[src/rtl/bin2bcd_seq.sv]
// bin2bcd_seq
// -----------
// Sequential binary-to-BCD converter using shift-and-add-3 (double dabble),
// one input bit per clock. Sits between the binary price/quantity datapath
// and the 7-segment display drivers.
//
// Handshake: start is a request that is taken only while busy=0. The edge
// that takes it raises busy; the edge that finishes the conversion lowers
// busy and raises done for exactly one cycle. done is not gated by any
// ready input, so the result must be captured in the done cycle or read
// from the held output registers later. A start seen while busy=1 is dropped.
//
// Ports:
//   clk        rising-edge system clock
//   reset      asynchronous, active-high reset
//   start      conversion request, sampled only while busy=0
//   bin        unsigned operand, captured on the accepting edge
//   busy       conversion in progress
//   done       one-cycle pulse: bcd/ovf/nz_digits were updated this cycle
//   bcd        result, digit 0 in [3:0]; held until the next done
//   ovf        value exceeded 10^DIGITS-1; bcd holds the low DIGITS digits
//   nz_digits  significant digit count (1 for a value of zero)
//
// An all-ones operand is the "invalid/blank" sentinel and is passed through
// as all-ones BCD after a single cycle.

module bin2bcd_seq #(
    parameter int BIN_W  = 12,
    parameter int DIGITS = 4
) (
    input  logic                          clk,
    input  logic                          reset,
    input  logic                          start,
    input  logic [BIN_W-1:0]              bin,
    output logic                          busy,
    output logic                          done,
    output logic [4*DIGITS-1:0]           bcd,
    output logic                          ovf,
    output logic [$clog2(DIGITS+1)-1:0]   nz_digits
);

    localparam int BCD_W = 4 * DIGITS;
    localparam int NZW   = $clog2(DIGITS + 1);
    localparam int CW    = $clog2(BIN_W + 1);

    typedef enum logic [1:0] {
        IDLE  = 2'd0,
        SHIFT = 2'd1,
        SENT  = 2'd2
    } state_t;

    state_t             state;
    state_t             state_next;

    logic [BIN_W-1:0]   bin_sr;
    logic [BCD_W-1:0]   acc;
    logic               ovf_acc;
    logic [CW-1:0]      cnt;

    logic [BCD_W-1:0]   acc_adj;
    logic [BCD_W-1:0]   acc_shift;
    logic               ovf_bit;
    logic [NZW-1:0]     nz_shift;
    logic               last_iter;

    assign busy      = (state != IDLE);
    assign last_iter = (cnt == CW'(1));

    // Next-state logic.
    always_comb begin
        state_next = state;
        case (state)
            IDLE: begin
                if (start) begin
                    state_next = (bin == '1) ? SENT : SHIFT;
                end
            end
            SHIFT: begin
                if (last_iter) begin
                    state_next = IDLE;
                end
            end
            SENT:    state_next = IDLE;
            default: state_next = IDLE;
        endcase
    end

    // One double-dabble iteration. Every digit is corrected from its
    // pre-shift value; no carry crosses digit boundaries because a corrected
    // digit of at most 12 still fits in 4 bits. Only the bit shifted out of
    // the top digit is lost, and that is what raises overflow.
    always_comb begin
        acc_adj = acc;
        for (int i = 0; i < DIGITS; i++) begin
            if (acc[4*i +: 4] >= 4'd5) begin
                acc_adj[4*i +: 4] = acc[4*i +: 4] + 4'd3;
            end
        end
        ovf_bit   = acc_adj[BCD_W-1];
        acc_shift = {acc_adj[BCD_W-2:0], bin_sr[BIN_W-1]};
    end

    // Significant digits of the post-shift value: highest nonzero index + 1.
    always_comb begin
        nz_shift = NZW'(1);
        for (int i = 0; i < DIGITS; i++) begin
            if (acc_shift[4*i +: 4] != 4'd0) begin
                nz_shift = NZW'(i + 1);
            end
        end
    end

    always_ff @(posedge clk or posedge reset) begin
        if (reset) begin
            state     <= IDLE;
            bin_sr    <= '0;
            acc       <= '0;
            ovf_acc   <= 1'b0;
            cnt       <= '0;
            done      <= 1'b0;
            bcd       <= '0;
            ovf       <= 1'b0;
            nz_digits <= NZW'(1);
        end else begin
            state <= state_next;
            done  <= 1'b0;
            case (state)
                IDLE: begin
                    if (start) begin
                        bin_sr  <= bin;
                        acc     <= '0;
                        ovf_acc <= 1'b0;
                        cnt     <= CW'(BIN_W);
                    end
                end
                SHIFT: begin
                    bin_sr  <= bin_sr << 1;
                    acc     <= acc_shift;
                    ovf_acc <= ovf_acc | ovf_bit;
                    cnt     <= cnt - CW'(1);
                    if (last_iter) begin
                        bcd       <= acc_shift;
                        ovf       <= ovf_acc | ovf_bit;
                        nz_digits <= nz_shift;
                        done      <= 1'b1;
                    end
                end
                SENT: begin
                    bcd       <= '1;
                    ovf       <= 1'b0;
                    nz_digits <= NZW'(DIGITS);
                    done      <= 1'b1;
                end
                default: ;
            endcase
        end
    end

endmodule

[config.mk]
export PLATFORM = sky130hd
export DESIGN_NAME = bin2bcd_seq
export DESIGN_NICKNAME = d
export VERILOG_FILES = /design/src/rtl/bin2bcd_seq.sv
export SDC_FILE = /design/constraint.sdc
export NUM_CORES = 1
export LEC_CHECK = 0
export ABC_AREA = 1
export BUFFER_PORTS_ARGS = -buffer_cell sky130_fd_sc_hd__clkbuf_2
export CORE_MARGIN = 2
export CORE_UTILIZATION = 52
export CTS_CLUSTER_DIAMETER = 50
export DETAILED_ROUTE_END_ITERATION = 12
export GPL_TIMING_DRIVEN = 1
export PLACE_DENSITY = 0.76
export SYNTH_ARGS = -nofsm -noshare
export SYNTH_HDL_FRONTEND = slang
export SYNTH_SLANG_ARGS = --single-unit
export TNS_END_PERCENT = 1
[constraint.sdc]
create_clock -name clk -period 1.8 [get_ports clk]
set_clock_uncertainty 0.15 [all_clocks]
set_input_delay 0.36 -clock clk [delete_from_list [all_inputs] [get_ports clk]]
set_output_delay 0.36 -clock clk [all_outputs]
set_load 0.02 [all_outputs]
# ---- After elaboration in Yosys (flattened, before gate mapping)
# Index checks and enable logic that the tools add are counted.
dict set report word_totals {
  out_inout_bits 22
  in_bits 15
  reg_bits 56
  word_cells 62
}
dict set report op_classes {
  order_cmp 4
  n_bitwise 1
  muxes 27
  eq_ne 6
  n_addsub 5
  reduce_logical 10
}
# operator count
set ops {}
lappend ops {{16-bit case mux with 2 select lines} 2}
lappend ops {{16-bit two-way mux} 2}
lappend ops {{12-bit case mux with 2 select lines} 1}
lappend ops {{4-bit two-way mux} 5}
lappend ops {{4-bit by 2-bit adder with 4-bit output, second input constant} 4}
lappend ops {{4-bit by 3-bit >= comparator with 1-bit output, second input constant} 4}
lappend ops {{12-bit equality test, second input constant} 1}
lappend ops {{12-bit two-way mux} 1}
lappend ops {{4-bit nonzero test} 3}
lappend ops {{3-bit two-way mux} 3}
lappend ops {{2-bit two-way mux} 4}
lappend ops {{4-bit case mux with 2 select lines} 1}
lappend ops {{1-bit case mux with 2 select lines} 3}
lappend ops {{3-bit case mux with 2 select lines} 1}
lappend ops {{2-bit AND reduction} 3}
lappend ops {{2-bit nonzero test} 3}
lappend ops {{4-bit by 1-bit equality test with 1-bit output, second input constant} 1}
lappend ops {{2-bit != test, second input constant} 2}
lappend ops {{2-bit case mux with 2 select lines} 1}
lappend ops {{4-bit by 1-bit subtractor with 4-bit output, second input constant} 1}
lappend ops {{1-bit two-way mux} 3}
lappend ops {{2-bit by 1-bit equality test with 1-bit output, second input constant} 1}
lappend ops {{2-bit equality test, second input constant} 1}
lappend ops {{2-bit zero test} 1}
lappend ops {{1-bit OR} 1}

# ---- Longest topological paths before layout
# Gate-level depths: netlist of run 1.
dict set report depth {
  depth_word 8
  mapped_depth 12
  depth_no_buf 12
}

# ---- Least setup slack after synthesis of run 1
# OpenSTA, ideal clock, no wires.
dict set report synth_timing {
  kind {register -> register}
  startpoint {register state[0]}
  endpoint {register bin_sr[11]}
  path_stages_with_launch 11
  slack_ns 0.098
  t_arrival_ns 1.423
  synth_period_minus_slack_ns 1.702
  setup_ns 0.129
  required_ns 1.521
  n_path_buf 2
  path_cell_list {dfrtp_1 inv_1 ha_1 inv_2 nor2_4 nor2_4 nor2_8 inv_4 buf_6 buf_6 a31oi_2}
}
dict set report synth_between {
  elab_chain_len 3
  word_cells_on_any_way 6
  classes_between {eq/ne: 2; mux: 1; reduce/logical: 3}
}
# element line_no
set synth_rtl {}
lappend synth_rtl {{start: declaration} 52} ;# state_t state;
lappend synth_rtl {{start signal: assignment} 125} ;# state <= state_next;
lappend synth_rtl {{2-bit by 1-bit equality test with 1-bit output / 2-bit zero test (equally long branches)} 127} ;# case (state)
lappend synth_rtl {{2-bit nonzero test (no line) / 2-bit != test (equally long branches)} --}
lappend synth_rtl {{2-bit AND reduction (no line)} --}
lappend synth_rtl {{end signal: assignment} 130} ;# bin_sr <= bin;
lappend synth_rtl {{end signal: assignment} 137} ;# bin_sr <= bin_sr << 1;
lappend synth_rtl {{end: declaration} 55} ;# logic [BIN_W-1:0] bin_sr;
# Parallel ways exist; a longest one is shown, timed or not.
# A chain may end at the register's enable or synchronous reset.

# ---- Worst setup path after layout of run 1
dict set report layout_timing {
  startpoint {register state[0]}
  endpoint {register cnt[3]}
}
dict set report layout_between {
  elab_chain_len 3
  word_cells_on_any_way 6
  classes_between {eq/ne: 2; mux: 1; reduce/logical: 3}
}
# element line_no
set layout_rtl {}
lappend layout_rtl {{2-bit by 1-bit equality test with 1-bit output / 2-bit zero test (equally long branches)} 127}
lappend layout_rtl {{2-bit nonzero test (no line) / 2-bit != test (equally long branches)} --}
lappend layout_rtl {{2-bit AND reduction (no line)} --}
lappend layout_rtl {{end signal: assignment} 133} ;# cnt <= CW'(BIN_W);
lappend layout_rtl {{end signal: assignment} 140} ;# cnt <= cnt - CW'(1);
lappend layout_rtl {{end: declaration} 58} ;# logic [CW-1:0] cnt;
# Parallel ways exist; a longest one is shown, timed or not.

==> results of run 1 <==
## what timing repair did
item | 4_1_cts | 5_1_grt
setup buffers | 1 | 3
hold buffers | 1 | 0
resized for setup | 1 | 25
pin swaps | 0 | 2
gates cloned | 0 | 1
endpoints found under the setup margin | 22 | 41
hold endpoints to repair | 15 | 0
## metal layers
layer	wire [um]	vias to the layer above
li1	-	1236
met1	2720	1180
met2	3140	87
met3	317	19
met4	150	0
met5	0	-
## kinds of logic after synthesis
family / count (synthesis) / share of synthesized area, %
buffers and inverters: 49 / 7.40
AND/OR/NAND/NOR: 160 / 23.7
XOR/XNOR: 2 / 0.606
AO/OA/AOI/OAI: 61 / 14.1
adder cells (fa/ha/maj): 13 / 5.63
flip-flops: 56 / 48.5
## sequential cells by signal, summed over array words and instances, names as in the netlist
signal and count:
bin_sr 12, bcd 16, ovf 1, done 1, acc 16, nz_digits 3
state 2, ovf_acc 1, cnt 4
## metrics by stage
| stage | power, mW | instance area (um2) | cells | hold slack, ns | utilization, % |
|---|---|---|---|---|---|
| 2_1_floorplan | 4.36 | 2900 | 341 | 0.290 | - |
| 6_report | 6.24 | 3500 | 472 | 0.143 | 64.3 |
| 3_5_place_dp | 5.27 | 3270 | 458 | 0.222 | 60.1 |
| 5_1_grt | 6.75 | 3500 | 472 | 0.155 | 64.3 |
| 3_3_place_gp | 5.18 | 3270 | 458 | 0.216 | 60.1 |
| 4_1_cts | 6.01 | 3380 | 468 | 0.140 | 62.2 |
## cell type report
class                           count  area, um2  share of cell area (%)
Clock buffer                        7       86.3                    2.47
Clock inverter                      1       7.51                   0.215
Tap cell                           72       90.1                    2.58
Inverter                           39        158                    4.51
Multi-Input combinational cell    236       1340                    38.3
Sequential cell                    56       1400                    40.1
Timing Repair Buffer               61        413                    11.8
## worst min-delay path by stage
stage                      start                    end  cells after the start
after floorplan            reset     acc[0]$_DFFE_PP0P_                      1
after global placement     reset        ovf$_DFFE_PP0P_                      2
after detailed placement   reset        ovf$_DFFE_PP0P_                      2
after CTS                 bin[0]  bin_sr[0]$_DFFE_PP0P_                      3
after global routing      bin[9]  bin_sr[9]$_DFFE_PP0P_                      3
final                     bin[0]  bin_sr[0]$_DFFE_PP0P_                      3
## power by group
| part | internal (mW) | leakage [nW] | switching (mW) |
|---|---|---|---|
| clock | 0.314 | 0.0445 | 0.405 |
| combinational | 1.35 | 1.00 | 2.07 |
| sequential | 1.79 | 0.702 | 0.315 |
## tightest hold or removal path, cell delays in order
cell,delay [ns]
clkbuf_2,0.09
nand3_1,0.07
nand2_1,0.05
## layout by cell type, fill, tap and decap left out
cell	Yosys	layout
a21boi_0	1	1
a21oi_1	16	16
a31oi_1	6	6
a31oi_2	5	5
and2_1	1	1
buf_12	0	2
buf_4	2	21
clkbuf_1	2	1
clkbuf_16	0	1
clkbuf_2	0	36
clkbuf_8	0	6
clkinvlp_4	0	2
dfrtp_1	55	55
dfstp_2	1	1
dlygate4sd3_1	0	1
ha_1	13	11
ha_4	0	2
inv_1	34	26
inv_2	4	11
inv_8	0	1
nand2_1	88	83
nand2_2	0	5
nand3_1	15	13
nand3_2	0	2
nand4_1	10	10
nor2_1	39	35
nor2_2	0	3
nor2_4	2	3
nor2_8	1	1
nor3_1	2	2
o21ai_0	14	14
o21ai_2	1	2
o22ai_1	12	12
o22ai_2	5	5
or2_0	2	2
xor2_1	2	2
==> results.md, run 1 <==
- Status: finished clean
- Leakage: 1.75 nW
- Area of the die: 6170 um2
- Worst slew pin tran: 0.413 ns
- CTS clk-pin slew, worst paths: 0.10 ns
- Number of vias per cell: 5.34
- Global Route Usage Sum: 21.0%
- Clock root buffer: clkbuf_8
- Clk_lat worst skew: 0.31 ns
- Yosys warnings: 0
- Commonest cells post-synth: nand2_1 (88), dfrtp_1 (55), nor2_1 (39)
- Initial Utilization: 53.2%
- Final Hold Viols: 0
- Layout filler cell count: 483
- Fin. max-slew vios: 0
- Pre-CTS setup slack: -0.0376 ns
- DR vias: 2522
- Post-synth EDFFs: 0
- HPWL after detailed placement: 4530 um
- WS Path Type: reg2reg
- Post-Synthesis Cell Area: 2890 um2
- Nets: 427
- Seq/Total Area, Yosys: 48.5%
- Reg-to-reg startpoint: state[0]$_DFFE_PP0P_
- Slew HR: 72.4%
- Die Y: 78.6 um
- GPL Wtd Cong: 0.878
- Top post-synthesis cells by area: dfrtp_1 (48%), nand2_1 (11%), ha_1 (5.6%)
- Crit Path Max Fanout: 11
- Crit path max-delay cell type: dfrtp_1
- Critical Path Source Type: register
- Endpoints failing setup: 0
- WP depth: 10
- R2R cell count: 10
- Drt first pass iters: 4
- Critical Path Source: state[0]$_DFFE_PP0P_
- Synthesized instance count: 341
- Vias in the first global route: 2297
- Crit share post-route: 95.3%
- Hold Crit Class: in2reg
- Synth async-reset ratio: 100%
- H-tree Lvls: 2
- Mean Syn Cell Area: 8.48 um2
- Largest net degree at the start of global routing: 25
- Max clock buf depth: 2
- RSZ-0062 raised after global routing: true
- CTS tree: done
- Global-route met3 utilization: 3.33%
- Reg-to-reg endpoint: cnt[3]$_DFFE_PP0P_
- Initial antenna violation count: 0
- CP peak stage delay: 0.38 ns
- Met1 Track Usage GR: 28.0%
- Prevailing post-synth register cell: dfrtp_1
- Ant diodes: 0
- Core Footprint: 5440 um2
- # rows: 27
- Count leader, synth: nand2_1
- Final worst setup slack: 0.0851 ns
- Netlist cell types: 29
- Critical path capture point: cnt[3]$_DFFE_PP0P_
- F_max: 583 MHz
- Crit. End Element: register
- WL final: 6320 um
- DR DRC count: 0
- Die width: 78.6 um
- MaxCap Viol Count: 0
- Area grow syn2layout: 21.0%
- Congestion Overflow GR: 0
- Max VDD drop: 0.984 mV
- IO buf count: 36
- Global-route wire length before repair: 10400 um
- CP delay by family, top: simple AND/OR/NAND/NOR gates
- Critical Path AT: 1.81 ns
- WL per Instance: 13.4 um
- GR Util met2: 34.7%
- Post-synth top area share: 47.6%
- Clk sinks: 56
- Detailed Route Iter0 Violations: 80
- Synth Net Count: 369
- Share of cells above drive strength 1: 27.3%
- Tmin final: 1.71 ns
- Post-synth top area cell: dfrtp_1
- Busiest grt layer: met2
- Critical Path RT: 1.90 ns
- Top-Level Pins: 37
- Worst-path cell chain: inv_2 -> ha_4 -> inv_2 -> nor2_4 -> nor2_4 -> nor2_8 -> inv_8 -> nand2_1 -> or2_0 -> nand3_1
- Setup TNS: 0 ns
- Worst reg2reg setup slack: 0.09 ns
- Pwr per Cell Area: 1780 nW/um2
- CTS Buf Count: 5
- Synth Register Bits: 56
- Post-DRT Antenna Nets: 0
- Worst Path Buf+Inv: 3
(Power assumes the default switching activity.)
==> inputs of run 2 (changes only) <==
--- a/config.mk
+++ b/config.mk
@@ -5,8 +5,8 @@
 export SDC_FILE = /design/constraint.sdc
 export NUM_CORES = 1
 export LEC_CHECK = 0
-export ABC_AREA = 1
-export BUFFER_PORTS_ARGS = -buffer_cell sky130_fd_sc_hd__clkbuf_2
+export ABC_AREA = 0
+export BUFFER_PORTS_ARGS = -buffer_cell sky130_fd_sc_hd__buf_2
 export CORE_MARGIN = 2
 export CORE_UTILIZATION = 52
 export CTS_CLUSTER_DIAMETER = 50
==> run 2 against run 1 <==
Effect of this change:
- the flow now finishes with violations (negative setup slack)
- flip-flop and latch count is the same
- sequential share of layout area shrank 1.9 points
- first-iteration DRC count grew 86%
- synthesized area shrank 2.0%
- synthesized cell count shrank 16%
- sequential power shrank 4%
- register-to-register slack lost 0.20 ns
- largest power group unchanged
- non-clock buffer count grew 12
==> results.md, run 2 <==
- Reg-to-reg startpoint: acc[9]$_DFFE_PP0P_
- Clk_lat worst skew: 0.32 ns
- Final worst setup slack: -0.120 ns
- Pre-CTS setup slack: -0.192 ns
- Status: finished, violations left
- Synthesized instance count: 286
- Crit. End Element: register
- Area of the die: 6050 um2
- Die width: 77.8 um
- Yosys warnings: 0
- Prevailing post-synth register cell: dfrtp_1
- Post-synth top area cell: dfrtp_1
- Drt first pass iters: 4
- Largest net degree at the start of global routing: 57
- Initial Utilization: 54.8%
- Global-route wire length before repair: 11100 um
- Min-Delay Endpoint: bin_sr[10]$_DFFE_PP0P_
- Worst reg2reg setup slack: -0.12 ns
- Critical Path Source Type: register
- Hold Crit Class: in2reg
- HPWL after detailed placement: 4390 um
- Layout filler cell count: 377
- Placed cells: 416
- Detailed Route Iter0 Violations: 149
- Mean Syn Cell Area: 9.90 um2
- Die Y: 77.8 um
- Ant diodes: 0
- Tmin final: 1.92 ns
- Vias in the first global route: 2429
- Number of vias per cell: 5.53
- IO buf count: 36
- Reg-to-reg endpoint: nz_digits[1]$_DFFE_PP0P_
- Critical Path RT: 1.86 ns
- Top-Level Pins: 37
- CTS Buf Count: 5
- Crit share post-route: 107%
- Most common cell after layout, fill and taps aside: dfrtp_1
- Post-synth EDFFs: 0
- Seq/Total Area, Yosys: 49.5%
- Post-Synthesis Cell Area: 2830 um2
- Post-synth top area share: 48.6%
- Global Route Usage Sum: 23.1%
- Synth Register Bits: 56
- MaxCap Viol Count: 0
- Congestion Overflow GR: 0
- DR vias: 2368
- Largest regs: acc (16), bcd (16), bin_sr (12)
- WL final: 6640 um
- Leakage: 1.73 nW
- DR DRC count: 0
- Core Footprint: 5170 um2
- F_max: 521 MHz
- Clock root buffer: clkbuf_8
- Top post-synthesis cells by area: dfrtp_1 (49%), ha_1 (5.7%), o21ai_1 (5.3%)
- Final Non-Filler Cells: 428
- Clk sinks: 56
- WS Path Type: reg2reg
- Pwr per Cell Area: 1570 nW/um2
- Slew HR: 65.1%
- Endpoints failing setup: 3
- Fin. max-slew vios: 0
- CTS tree: done
- Hold depth: 3
- R2R cell count: 8
- Commonest non-fill, non-tap cells in the layout: dfrtp_1 (54), nand2_1 (35), buf_2 (35)
- Synth async-reset ratio: 100%
- Synth Net Count: 314
- RSZ-0062 raised after global routing: true
- CTS clk-pin slew, worst paths: 0.10 ns
- Initial antenna violation count: 0
- Post-DRT Antenna Nets: 0
- Critical Path AT: 1.98 ns
- Max clock buf depth: 2
- Share of cells above drive strength 1: 32.7%
- Crit Path Max Fanout: 4
- H-tree Lvls: 2
- GPL Wtd Cong: 0.870
- Hold path startpoint: bin[10]
- Nets: 385
- Count leader, synth: dfrtp_1
- Commonest cells post-synth: dfrtp_1 (55), nand2_1 (35), o21ai_1 (30)
- Final Hold Viols: 0
- # rows: 26
- Area grow syn2layout: 29.9%
- Netlist cell types: 44
- Worst slew pin tran: 0.522 ns
- Max VDD drop: 0.844 mV
- WL per Instance: 15.5 um
- Violated checks: negative setup slack
[run 2: stage by stage]
stage | hold WS, ns | cell area (um2) | power (mW) | util, % | TNS [ns]
floorplan | 0.290 | 2840 | 3.65 | - | -0.102
global placement | 0.305 | 3360 | 4.42 | 64.9 | -0.0924
detailed placement | 0.309 | 3360 | 4.51 | 64.9 | -0.417
CTS | 0.176 | 3630 | 5.69 | 70.1 | -0.144
global route | 0.187 | 3680 | 6.16 | 71.1 | -0.655
finish | 0.175 | 3680 | 5.78 | 71.1 | -0.281
[run 2: worst max-delay path, cell delays in order, from the launching register on]
cell and delay, ns:
dfrtp_1 0.42, inv_2 0.09, ha_2 0.17, nand2b_4 0.13, a21o_1 0.23, a31oi_2 0.15, buf_4 0.17, a2111oi_4 0.19
a21oi_1 0.10
[run 2: repair_timing]
item,4_1_cts,5_1_grt
buffers inserted,3,0
pin swaps,6,2
hold buffers,1,0
resized for setup,23,14
cloned,0,0
endpoints found under the hold margin,55,0
endpoints found under the setup margin,19,44
[run 2: logic make-up after synthesis]
logic type | synth area share [%]
muxes | 6.27
adders and majority gates | 5.74
DFF | 49.5
AOI/OAI and AO/OA | 17.8
and+or+nand+nor | 15.9
buffers and inverters | 3.58
xor gates and xnor gates | 1.24
[run 2: power breakdown]
| part | switching [mW] | internal (mW) | total, mW |
|---|---|---|---|
| clock | 0.427 | 0.557 | 0.983 |
| sequential | 0.325 | 1.71 | 2.03 |
| combinational | 1.50 | 1.27 | 2.77 |
[run 2: final cells by class]
cell class | instances | area (um2) | area share (%)
tap | 70 | 87.6 | 2.38
clock buffer | 6 | 72.6 | 1.97
timing repair buffer | 73 | 504 | 13.7
inverter | 17 | 67.6 | 1.84
multi-input combinational | 204 | 1480 | 40.3
sequential | 56 | 1400 | 38.2
clock inverter | 2 | 60.1 | 1.63
[run 2: worst max path at each step]
stage                   startpoint                  endpoint  cells after the start
2_1_floorplan   acc[4]$_DFFE_PP0P_  nz_digits[1]$_DFFE_PP0P_                      7
3_3_place_gp    acc[4]$_DFFE_PP0P_  nz_digits[1]$_DFFE_PP0P_                      6
3_5_place_dp    acc[9]$_DFFE_PP0P_  nz_digits[1]$_DFFE_PP0P_                      7
4_1_cts         acc[4]$_DFFE_PP0P_  nz_digits[1]$_DFFE_PP0P_                      5
5_1_grt        acc[12]$_DFFE_PP0P_  nz_digits[1]$_DFFE_PP0P_                      8
6_report        acc[9]$_DFFE_PP0P_  nz_digits[1]$_DFFE_PP0P_                      8
[run 2: per-layer routing]
| metal | wire length (um) | track usage (%) |
|---|---|---|
| met1 | 2920 | 29.2 |
| met2 | 3290 | 38.4 |
| met3 | 285 | 4.77 |
| met4 | 146 | 9.82 |
| met5 | 0 | 0 |
==> inputs of run 3 (changes only) <==
--- a/config.mk
+++ b/config.mk
@@ -16,4 +16,4 @@
 export SYNTH_ARGS = -nofsm -noshare
 export SYNTH_HDL_FRONTEND = slang
 export SYNTH_SLANG_ARGS = --single-unit
-export TNS_END_PERCENT = 1
+export TNS_END_PERCENT = 100
==> run 3 against run 2 <==
Effect of this change:
- the flow still finishes with violations (negative setup slack)
- sequential share of layout area is 0.71 points lower
- sequential power hardly changed
- final area is 2.1% higher
- maximum frequency is 2.2% higher
- non-clock buffer count stayed put
- hold slack better by 0.020 ns
- largest power group unchanged
==> results.md, run 3 (same netlist as run 2, synthesis figures left out) <==
- WL final: 6490 um
- Reg-to-reg endpoint: nz_digits[1]$_DFFE_PP0P_
- # rows: 26
- Worst reg2reg setup slack: -0.08 ns
- Most common cell after layout, fill and taps aside: dfrtp_1
- Leakage: 1.72 nW
- Endpoints failing setup: 2
- Core Footprint: 5170 um2
- Clock root buffer: clkbuf_8
- Initial antenna violation count: 0
- CTS clk-pin slew, worst paths: 0.10 ns
- Detailed Route Iter0 Violations: 110
- Number of vias per cell: 5.56
- Global-route wire length before repair: 10900 um
- Crit Path Max Fanout: 5
- Clk_lat worst skew: 0.30 ns
- F_max: 532 MHz
- Hold path startpoint: bin[1]
- Drt first pass iters: 4
- Initial Utilization: 54.8%
- CTS tree: done
- Slew HR: 66.2%
- Die Y: 77.8 um
- Ant diodes: 0
- Critical Path RT: 1.84 ns
- R2R cell count: 5
- Hold Crit Class: in2reg
- Final worst setup slack: -0.0787 ns
- Top-Level Pins: 37
- Global Route Usage Sum: 22.4%
- Area grow syn2layout: 32.6%
- Largest regs: acc (16), bcd (16), bin_sr (12)
- Die width: 77.8 um
- DR vias: 2373
- DR DRC count: 0
- CP delay by family, top: flip-flops
- Commonest non-fill, non-tap cells in the layout: dfrtp_1 (52), nand2_1 (35), buf_2 (35)
- MaxCap Viol Count: 0
- Vias in the first global route: 2417
- Post-DRT Antenna Nets: 0
- H-tree Lvls: 2
- Worst slew pin tran: 0.504 ns
- Final Hold Viols: 0
- Placed cells: 417
- Crit share post-route: 104%
- RSZ-0062 raised after global routing: true
- Clk sinks: 56
- Critical Path AT: 1.92 ns
- HPWL after detailed placement: 4460 um
- WS Path Type: reg2reg
- CTS Buf Count: 5
- Area of the die: 6050 um2
- Nets: 385
- GPL Wtd Cong: 0.847
- Max VDD drop: 0.787 mV
- Pre-CTS setup slack: -0.161 ns
- CP peak stage delay: 0.46 ns
- Worst Path Buf+Inv: 0
- Reg-to-reg startpoint: acc[4]$_DFFE_PP0P_
- Tmin final: 1.88 ns
- Hold depth: 3
- Crit path max-delay cell type: dfrtp_2
- Core Util, Final: 72.6%
- Critical Path Source Type: register
- WL per Instance: 15.2 um
- Worst hold slack: 0.196 ns
- Final Non-Filler Cells: 427
- Min-Delay Endpoint: bin_sr[1]$_DFFE_PP0P_
- Fin. max-slew vios: 0
- IO buf count: 36
- Status: finished, violations left
- Largest net degree at the start of global routing: 57
- Worst-path cell chain: or2_2 -> nand2_2 -> mux2_4 -> a2111oi_4 -> a21oi_1
- Congestion Overflow GR: 0
- Violated checks: negative setup slack
- Share of cells above drive strength 1: 37.5%
- Max clock buf depth: 2
- Pwr per Cell Area: 1500 nW/um2
- Crit. End Element: register
-- run 3: changes by cell type in the layout (fill, tap and decap cells not counted), sizes merged --
cell	previous run	this run
bufinv	2	0
clkbuf	6	7
-- run 3: layout make-up --
cell class | instances | area (um2)
multi-input combinational | 204 | 1600
fill | 371 | 1420
sequential | 56 | 1410
timing repair buffer | 73 | 499
clock buffer | 7 | 96.3
tap | 70 | 87.6
inverter | 17 | 67.6
-- run 3: timing repair --
action                                  4_1_cts  5_1_grt
endpoints found under the hold margin        55        0
endpoints found under the setup margin       10       34
gates resized for setup                      23       34
hold buffers                                  1        0
setup buffers                                 1        2
pin swaps                                     8       10
-- run 3: how the worst max path moves through the flow --
stage                             startpoint                       end  slack (ns)  cells past startpoint
final                     acc[4]$_DFFE_PP0P_  nz_digits[1]$_DFFE_PP0P_       -0.08                      5
after global placement    acc[5]$_DFFE_PP0P_  nz_digits[1]$_DFFE_PP0P_       -0.06                      7
after floorplan           acc[5]$_DFFE_PP0P_  nz_digits[1]$_DFFE_PP0P_       -0.05                      7
after global routing      acc[4]$_DFFE_PP0P_  nz_digits[1]$_DFFE_PP0P_       -0.14                      5
after CTS                 acc[8]$_DFFE_PP0P_  nz_digits[1]$_DFFE_PP0P_       -0.06                      7
after detailed placement  acc[5]$_DFFE_PP0P_  nz_digits[1]$_DFFE_PP0P_       -0.16                      7
-- run 3: worst min-delay path, cell delays in order --
cell	delay (ns)
buf_2	0.09
mux2i_1	0.06
o21ai_1	0.11
-- run 3: metal layers --
layer	global-route usage [%]	vias up	part of all wire [%]
li1	-	1148	-
met1	27.5	1171	44
met2	40.3	46	52
met3	4.19	8	3.3
met4	5.36	0	1.3
met5	0	-	0
-- run 3: power by group --
part           internal [mW]  total [mW]  switching [mW]
clock network          0.344       0.739           0.395
logic                   1.33        2.86            1.53
registers               1.71        2.04           0.326
total                   3.38        5.63            2.25
-- run 3: stage by stage --
stage	setup TNS [ns]	area, um2	total power, mW
after global routing	-0.275	3750	6.03
after floorplan	-0.0658	2860	3.68
after global placement	-0.0846	3370	4.45
after CTS	-0.0882	3600	5.47
final	-0.124	3750	5.63
after detailed placement	-0.311	3370	4.54
